## config.mk

```make
export PLATFORM = sky130hd
export DESIGN_NAME = fb_span_gen
export DESIGN_NICKNAME = d
export VERILOG_FILES = /design/src/rtl/fb_span_gen.sv
export SDC_FILE = /design/constraint.sdc
export NUM_CORES = 1
export LEC_CHECK = 0
export ABC_CLOCK_PERIOD_IN_PS = 5600
export BUFFER_PORTS_ARGS = -buffer_cell sky130_fd_sc_hd__clkbuf_2
export CAP_MARGIN = 5
export CORE_MARGIN = 1
export CORE_UTILIZATION = 45
export CTS_BUF_LIST = sky130_fd_sc_hd__clkbuf_4
export DETAILED_ROUTE_END_ITERATION = 16
export GPL_ROUTABILITY_DRIVEN = 0
export GPL_TIMING_DRIVEN = 1
export PLACE_DENSITY = 0.72
export SYNTH_ARGS = -nofsm -noshare
export SYNTH_HDL_FRONTEND = slang
export SYNTH_SLANG_ARGS = --single-unit
```

## constraint.sdc

```tcl
create_clock -name PLB_clk -period 5.6 [get_ports PLB_clk]
set_clock_uncertainty 0.2 [all_clocks]
set_input_delay 1.12 -clock PLB_clk [delete_from_list [all_inputs] [get_ports PLB_clk]]
set_output_delay 1.12 -clock PLB_clk [all_outputs]
set_load 0.01 [all_outputs]
```

## src/rtl/fb_span_gen.sv

```systemverilog
// Horizontal span rasteriser: turns one accepted span command into a stream of
// per-pixel {addr, color, z} entries for the framebuffer writer FIFO.
module fb_span_gen #(
   parameter int unsigned FB_WIDTH  = 640,
   parameter int unsigned FB_HEIGHT = 480
) (
   input  logic        PLB_clk,
   input  logic        reset,
   input  logic        span_valid,
   output logic        span_ready,
   input  logic [0:9]  span_y,
   input  logic [0:9]  span_x0,
   input  logic [0:9]  span_x1,
   input  logic [0:31] span_color,
   input  logic [0:31] span_z,
   input  logic [0:29] fb_base,
   output logic [0:95] fifo_data,
   output logic        fifo_wr_en,
   input  logic        fifo_full,
   output logic        busy,
   output logic [0:7]  drop_count
);

   typedef enum logic {IDLE, EMIT} state_t;

   state_t      r_state;
   state_t      w_state_nxt;
   logic [0:29] r_addr;
   logic [0:9]  r_x;
   logic [0:9]  r_x1;
   logic [0:31] r_color;
   logic [0:31] r_z;
   logic [0:7]  r_drop;

   logic        w_accept;
   logic        w_reject;
   logic        w_last;
   logic [0:9]  w_x1_eff;
   logic [0:29] w_addr0;

   assign w_accept = span_valid && span_ready;
   assign w_reject = (32'(span_y) >= FB_HEIGHT) || (span_x0 > span_x1) ||
                     (32'(span_x0) >= FB_WIDTH);
   assign w_x1_eff = (32'(span_x1) >= FB_WIDTH) ? 10'(FB_WIDTH - 1) : span_x1;
   // Row-major word address; truncation to 30 bits gives the required wrap.
   assign w_addr0  = fb_base + 30'(span_y) * 30'(FB_WIDTH) + 30'(span_x0);
   assign w_last   = (r_x == r_x1);

   // Reset gating keeps the handshake outputs quiet even when reset lands mid-span.
   assign span_ready = (r_state == IDLE) && !reset;
   assign fifo_wr_en = (r_state == EMIT) && !fifo_full && !reset;
   assign busy       = (r_state == EMIT) && !reset;
   assign fifo_data  = {r_addr, 2'b00, r_color, r_z};
   assign drop_count = r_drop;

   always_ff @(posedge PLB_clk) begin
      if (reset) begin
         r_state <= IDLE;
      end else begin
         r_state <= w_state_nxt;
      end
   end

   always_comb begin
      w_state_nxt = r_state;
      case (r_state)
         IDLE: begin
            if (w_accept && !w_reject) w_state_nxt = EMIT;
         end
         EMIT: begin
            if (fifo_wr_en && w_last) w_state_nxt = IDLE;
         end
         default: w_state_nxt = IDLE;
      endcase
   end

   always_ff @(posedge PLB_clk) begin
      if (reset) begin
         r_addr  <= '0;
         r_x     <= '0;
         r_x1    <= '0;
         r_color <= '0;
         r_z     <= '0;
         r_drop  <= '0;
      end else if (w_accept) begin
         if (w_reject) begin
            if (r_drop != 8'hFF) r_drop <= r_drop + 8'd1;
         end else begin
            r_addr  <= w_addr0;
            r_x     <= span_x0;
            r_x1    <= w_x1_eff;
            r_color <= span_color;
            r_z     <= span_z;
         end
      end else if (fifo_wr_en && !w_last) begin
         // A stalled cycle falls through here untouched, so the entry is held.
         r_x    <= r_x + 10'd1;
         r_addr <= r_addr + 30'd1;
      end
   end

endmodule

```

Yosys cells after proc, flatten, opt, wreduce, memory -nomap -nowiden
Cells that the tools add are included.

cells by class
  multipliers = 1
  $add $sub $neg = 5
  reductions and logical operators = 18
  bitwise gates (word level) = 2
  equality and inequality tests = 3
  $lt $le $gt $ge = 4
  mux-type cells = 10

operators with widths
  kind                   number
  $mux 30                3
  $mux 10                4
  $add 30x1->30 const B  1
  $add 30x10->30         1
  $add 30x20->30         1
  $ge 10x10->1 const B   2
  $mul 10x3->13 const B  1
  $add 10x1->10 const B  1
  $eq 10x10->1           1
  $ge 10x9->1 const B    1
  $gt 10x10->1           1
  $add 8x1->8 const B    1
  $logic_and 1x1->1      8
  $ne 8x8->1 const B     1
  $logic_not 1->1        4
  $reduce_and 2->1       2
  $reduce_and 3->1       1
  $logic_or 1x1->1       2
  $mux 1                 2
  $ne 2x2->1 const B     1
  $not 1->1              2
  $pmux 1 s2             1
  $reduce_bool 2->1      1

storage, ports and cells
  logic and storage cells = 50
  bits in registers = 123

Logic depth before layout (Yosys ltp)
  word-level depth = 7
  mapped depth = 23
  mapped depth without buffers = 23

Worst setup path before layout
Ideal clock, no wire load.

  path type = input port to flip-flop
  from = input port span_y[7] in the netlist's numbering
  to = register r_addr[1] in the netlist's numbering
  stages = 18
  library setup time = 0.087 ns
  arrival = 4.850 ns
  buffers on the path = 0
  data required time = 5.313 ns
  slack = 0.463 ns
  path through = ha_1 > ha_1 > a21o_1 > a21oi_1 > o21ai_0 > a21oi_1 > o21bai_1 > a21oi_1 > nor2b_1 > o21a_1 > ha_1 > ha_1 > a21o_1 > or4_1 > a41o_1 > a21oi_1 > nor2_1 > o31ai_1

between the ends
  word-level cells in the longest chain between the ends = 5

RTL lines
  item                                                       line    RTL
  from (decl)                                                11      input logic [0:9] span_y,
  $mul 10x3->13 / $ge 10x9->1 (equally long branches)        46, 42
  $add 30x20->30 / $logic_or 1x1->1 (equally long branches)  46, 42
  $add 30x10->30 / $logic_or 1x1->1 (equally long branches)  46, 42
  $mux 30 / $ne 2x2->1 (equally long branches)               --
  $mux 30 / $reduce_and 2->1 (equally long branches)         --
  to (signal assigned)                                       89      r_addr <= w_addr0;
  to (signal assigned)                                       98      r_addr <= r_addr + 30'd1;
  to (decl)                                                  28      logic [0:29] r_addr;

Parallel ways exist; a longest one is shown, timed or not. The select of a mux whose other input is x is not followed.
A chain may end at the register's enable or synchronous reset.

Worst setup path in the final report
  from = input port span_y[8] in the netlist's numbering
  to = register r_addr[1] in the netlist's numbering

The elaborated chain is that of the path after synthesis.

==> results.txt <==
The flow ran to the end, and the final reports show no timing, DRC or antenna violations. The total cell area at the placement stage is 8750 µm². Counting along the longest clock path gives a buffer depth of 2. The critical path is of the primary input to flop type. The critical path contains buffers and inverters numbering 3 combined. Setup repair after global routing left no endpoint under its margin. The net count of the finished layout is 1386.

The insertion delay to the later sink of the worst-skew pair came out at 560 ps. The largest delay contributor family on the critical path is compound AO/OA/AOI/OAI gates. The portion of the clock cycle consumed by the worst path in the final layout came out at between 80% and 90%. After synthesis, the share of flip-flops with an asynchronous set or reset is 0%. The total length of routed wires came out at 21700 µm. The netlist area before placement came out at around 7500 µm². The first global-routing pass estimated 33400 µm of wire. The multi-input combinational cells in the finished layout cover a total of 4680 µm². The full die area is 17100 µm². The most critical setup path has its endpoint at r_addr[1]$_SDFFE_PP0P_. The final setup violation count is 0. The synthesized flop and latch total is 123.

The number of logic stages on the critical path including buffering is 22. For the pin with the worst max-slew slack, the measured transition is 987 ps. The worst-case reg-to-reg path depth is 8. The number of synthesized flops with an enable pin came out at 0. Across the VDD grid, the largest voltage drop is roughly 0.15 mV. The timing-limited maximum frequency is roughly 0.2 GHz. The floorplan step set the die height to 131 µm.

STA classifies the critical path endpoint as a flop. The tightest min-delay check is of the flop to flop type. Once detail routing completed, the nets flagged for antenna violations numbered 0. Data on the critical path arrives at its endpoint at 5280 ps. The final-report hold violation count came out at 0. The busiest layer in global routing is met2. The number of antenna violations at the first check in global routing came to 1. The HPWL after detailed placement came out at 15900 µm.

In this run, the number of DRC markers left after iteration 0 of detailed routing was between 400 and 500. In this run the critical register-to-register path is captured at r_x[7]$_SDFFE_PP0P_. The max-slew violation total from the final report was 0.

The total overflow left after global routing is 0. The number of I/O pins came out at roughly 240. The clock transition at the register clock pins on the worst setup and hold paths after CTS came out at 120 ps. The met1 track demand over resource came out at 33.4%. The mean number of vias per cell is between 5 and 6.

The number of buffers added on ports is between 200 and 250. The signal on the critical path passes through clkbuf_2 -> ha_1 -> ha_1 -> inv_1 -> fa_1 -> inv_1 -> a21oi_1 -> o21ai_0 -> a21oi_1 -> nor2_1 -> o21ai_0 -> nand2b_1 -> a21oi_1 -> xnor2_1 -> ha_1 -> ha_1 -> a21o_1 -> or4_1 -> a41o_1 -> a21oi_1 -> nor2_1 -> o31ai_1. The total number of H-tree levels came out at 4. The post-synthesis to final-layout area growth came out at 21.4%. Once the floorplan was initialized, standard cells occupied 46.4% of the core. The area taken by flip-flops and latches came out at 2460 µm². The final routed wire length divided by cell count came out at 15.3 µm.

The Yosys warning count came out at 0. On the worst path, the slowest cell contributes a delay of approximately 470 ps. TritonCTS built the clock tree. In this run the critical register-to-register path is launched from r_state$_SDFF_PP0_. The power per cell area is 243 nW/µm². The worst setup path is launched from a primary input. Clock tree synthesis inserted a total of 17 buffers.

In the global route stage, met2 resource usage came out at 40.7%. Among all stages on the critical path, the largest delay is contributed by sky130_fd_sc_hd__or4_1. Of all nets on the critical path, the largest fanout is 5. The required time of the critical path is slightly below 6000 ps. After routing the design area is 9050 µm². The number of global-route vias before repair is between 6k and 7k. The critical path starts at span_y[8]. The core box area is 16100 µm². In this run the register-to-register setup slack is 2700 ps.

Leaving out fill and tap cells, the most frequent cell in the layout is sky130_fd_sc_hd__clkbuf_2. The overall fraction of global-route tracks in use came out at 25.0%. The number of design rule violations left after detail routing is 0. CTS placed an instance of sky130_fd_sc_hd__clkbuf_4 at the clock tree root. The number of buffers added to fix hold violations after cts came out at 0.

The initialized floorplan defines between 40 and 50 standard-cell rows. The number of different library cells used by synthesis comes to 62. Synthesis handed over a netlist of around 980 instances. The routed via count is roughly 7.6k. The placed cell count is 1384. Global routing used 4.97% of the available met3 tracks. The proportion of layout cells with a drive suffix above 1 is between 20% and 30%. The first TritonRoute pass finished after 5 iterations.

The final worst hold slack came out at 260 ps. The total of fill cells in the finished design came out at 1542. The largest net degree at the start of global routing is 85. For this design, the sink count on the clock tree is roughly 120. The final cell count without fillers came out at between 1k and 1.5k. A synthesized cell averages approximately 7.6 µm². The setup TNS came out at 0 ps. The clock period minus worst slack is 5000 ps. Of the synthesized area, sequential elements account for 33.0%. The leakage power summed over all cells came out at 0.00403 µW. The total of max-cap violations is 0. Leaving out fill and tap cells, the most frequent cells in the layout are sky130_fd_sc_hd__clkbuf_2, sky130_fd_sc_hd__nand2_1, sky130_fd_sc_hd__a21oi_1. The headroom to the max-slew limit came out at approximately 34%. The floorplan step set the die width to 131 µm. The post-cts resize count is 0. The post-CTS setup buffer count is 0.

For this run, the leading register cell type out of synthesis is sky130_fd_sc_hd__dfxtp_1.
## Yosys cell counts, types with 2 or more instances
master,count,area share (%)
sky130_fd_sc_hd__a41o_1,2,0.27
sky130_fd_sc_hd__dfxtp_1,123,33
sky130_fd_sc_hd__xor2_1,22,2.6
sky130_fd_sc_hd__or2_2,2,0.17
sky130_fd_sc_hd__mux2i_1,2,0.27
sky130_fd_sc_hd__a22oi_1,5,0.50
sky130_fd_sc_hd__o21a_1,5,0.50
sky130_fd_sc_hd__nand3_1,27,1.8
sky130_fd_sc_hd__a31oi_1,8,0.67
sky130_fd_sc_hd__or3_1,4,0.34
sky130_fd_sc_hd__nand2b_1,4,0.34
sky130_fd_sc_hd__nor2b_1,4,0.34
sky130_fd_sc_hd__nor2_1,70,3.5
sky130_fd_sc_hd__o31ai_1,4,0.40
sky130_fd_sc_hd__nor4_1,4,0.34
sky130_fd_sc_hd__clkbuf_1,34,1.7
sky130_fd_sc_hd__o21ai_1,4,0.27
sky130_fd_sc_hd__o21ai_0,44,3.0
sky130_fd_sc_hd__a21o_1,12,1.2
sky130_fd_sc_hd__xnor2_1,22,2.6
sky130_fd_sc_hd__and2_1,3,0.25
sky130_fd_sc_hd__o21bai_1,4,0.40
sky130_fd_sc_hd__o22ai_1,4,0.34
sky130_fd_sc_hd__nor3b_1,3,0.30
sky130_fd_sc_hd__nor3_1,27,1.8
sky130_fd_sc_hd__nand2_1,207,10
sky130_fd_sc_hd__a21oi_1,130,8.7
sky130_fd_sc_hd__ha_1,66,11
sky130_fd_sc_hd__or4_1,4,0.40
sky130_fd_sc_hd__and3_1,15,1.3
sky130_fd_sc_hd__a211oi_1,11,1.1
sky130_fd_sc_hd__o211ai_1,7,0.70
sky130_fd_sc_hd__buf_2,11,0.74
sky130_fd_sc_hd__a22o_1,2,0.23
sky130_fd_sc_hd__inv_1,28,1.4
sky130_fd_sc_hd__buf_4,6,0.60
sky130_fd_sc_hd__a211o_1,3,0.35
sky130_fd_sc_hd__fa_1,5,1.3
sky130_fd_sc_hd__a311oi_1,4,0.47
sky130_fd_sc_hd__nand4_1,13,1.1
## per-stage QoR
step                util, %  worst slack (ps)  power, µW
detailed placement     54.5              51.7       1540
finish                 56.4               599       2200
global placement       54.5               134       1530
global route           56.4               233       2330
floorplan                 -               463       1360
CTS                    56.4               662       2220
## area by class of cell
class	instances	share of cell area, %
Antenna cell	1	0.0276
Clock buffer	17	1.41
Clock inverter	15	1.91
Multi-Input combinational cell	776	51.7
Sequential cell	123	27.2
Tap cell	216	2.99
Inverter	28	1.16
Timing Repair Buffer	241	13.6
## per-layer routing
layer,part of all wire (%),vias to the layer above
met1,45,3535
met2,48,223
met4,1.3,0
met3,5.6,22
met5,0,-
li1,-,3862
## report_power, final
part | switching, µW | internal [µW]
logic | 348 | 261
clock network | 371 | 307
registers | 19.4 | 896
## cell families after synthesis
logic type | Yosys count | synth area share (%)
xor+xnor | 44 | 5.17
simple gates | 393 | 23.1
mux | 2 | 0.268
fa+ha+maj | 71 | 12.4
compound gates | 264 | 21.5
other cells | 1 | 0.0503
flops | 123 | 33.0
buf+inv | 79 | 4.46
## worst min-delay path by stage
stage                     cells after the start                        to                      from  slack (ps)
after global placement                        2  r_color[14]$_SDFFE_PP0P_  r_color[14]$_SDFFE_PP0P_         240
after floorplan                               2      r_x1[1]$_SDFFE_PP0P_      r_x1[1]$_SDFFE_PP0P_         240
after global routing                          2      r_z[20]$_SDFFE_PP0P_      r_z[20]$_SDFFE_PP0P_         290
after detailed placement                      2   r_color[0]$_SDFFE_PP0P_   r_color[0]$_SDFFE_PP0P_         250
after CTS                                     2   r_color[0]$_SDFFE_PP0P_   r_color[0]$_SDFFE_PP0P_         260
final                                         2      r_z[19]$_SDFFE_PP0P_      r_z[19]$_SDFFE_PP0P_         260
## sequential cells by signal, summed over array words and instances (netlist names)
name	count
r_x	10
r_addr	30
r_z	32
r_x1	10
r_state	1
drop_count	8
r_color	32
## tightest hold or removal path: cells and delay by family, from the launching register on
family           cells  cell delay (ps)
AO/OA/AOI/OAI        1               50
flip-flops           1              320
AND/OR/NAND/NOR      1               50
Note: power is estimated with default switching activity, not from simulation.
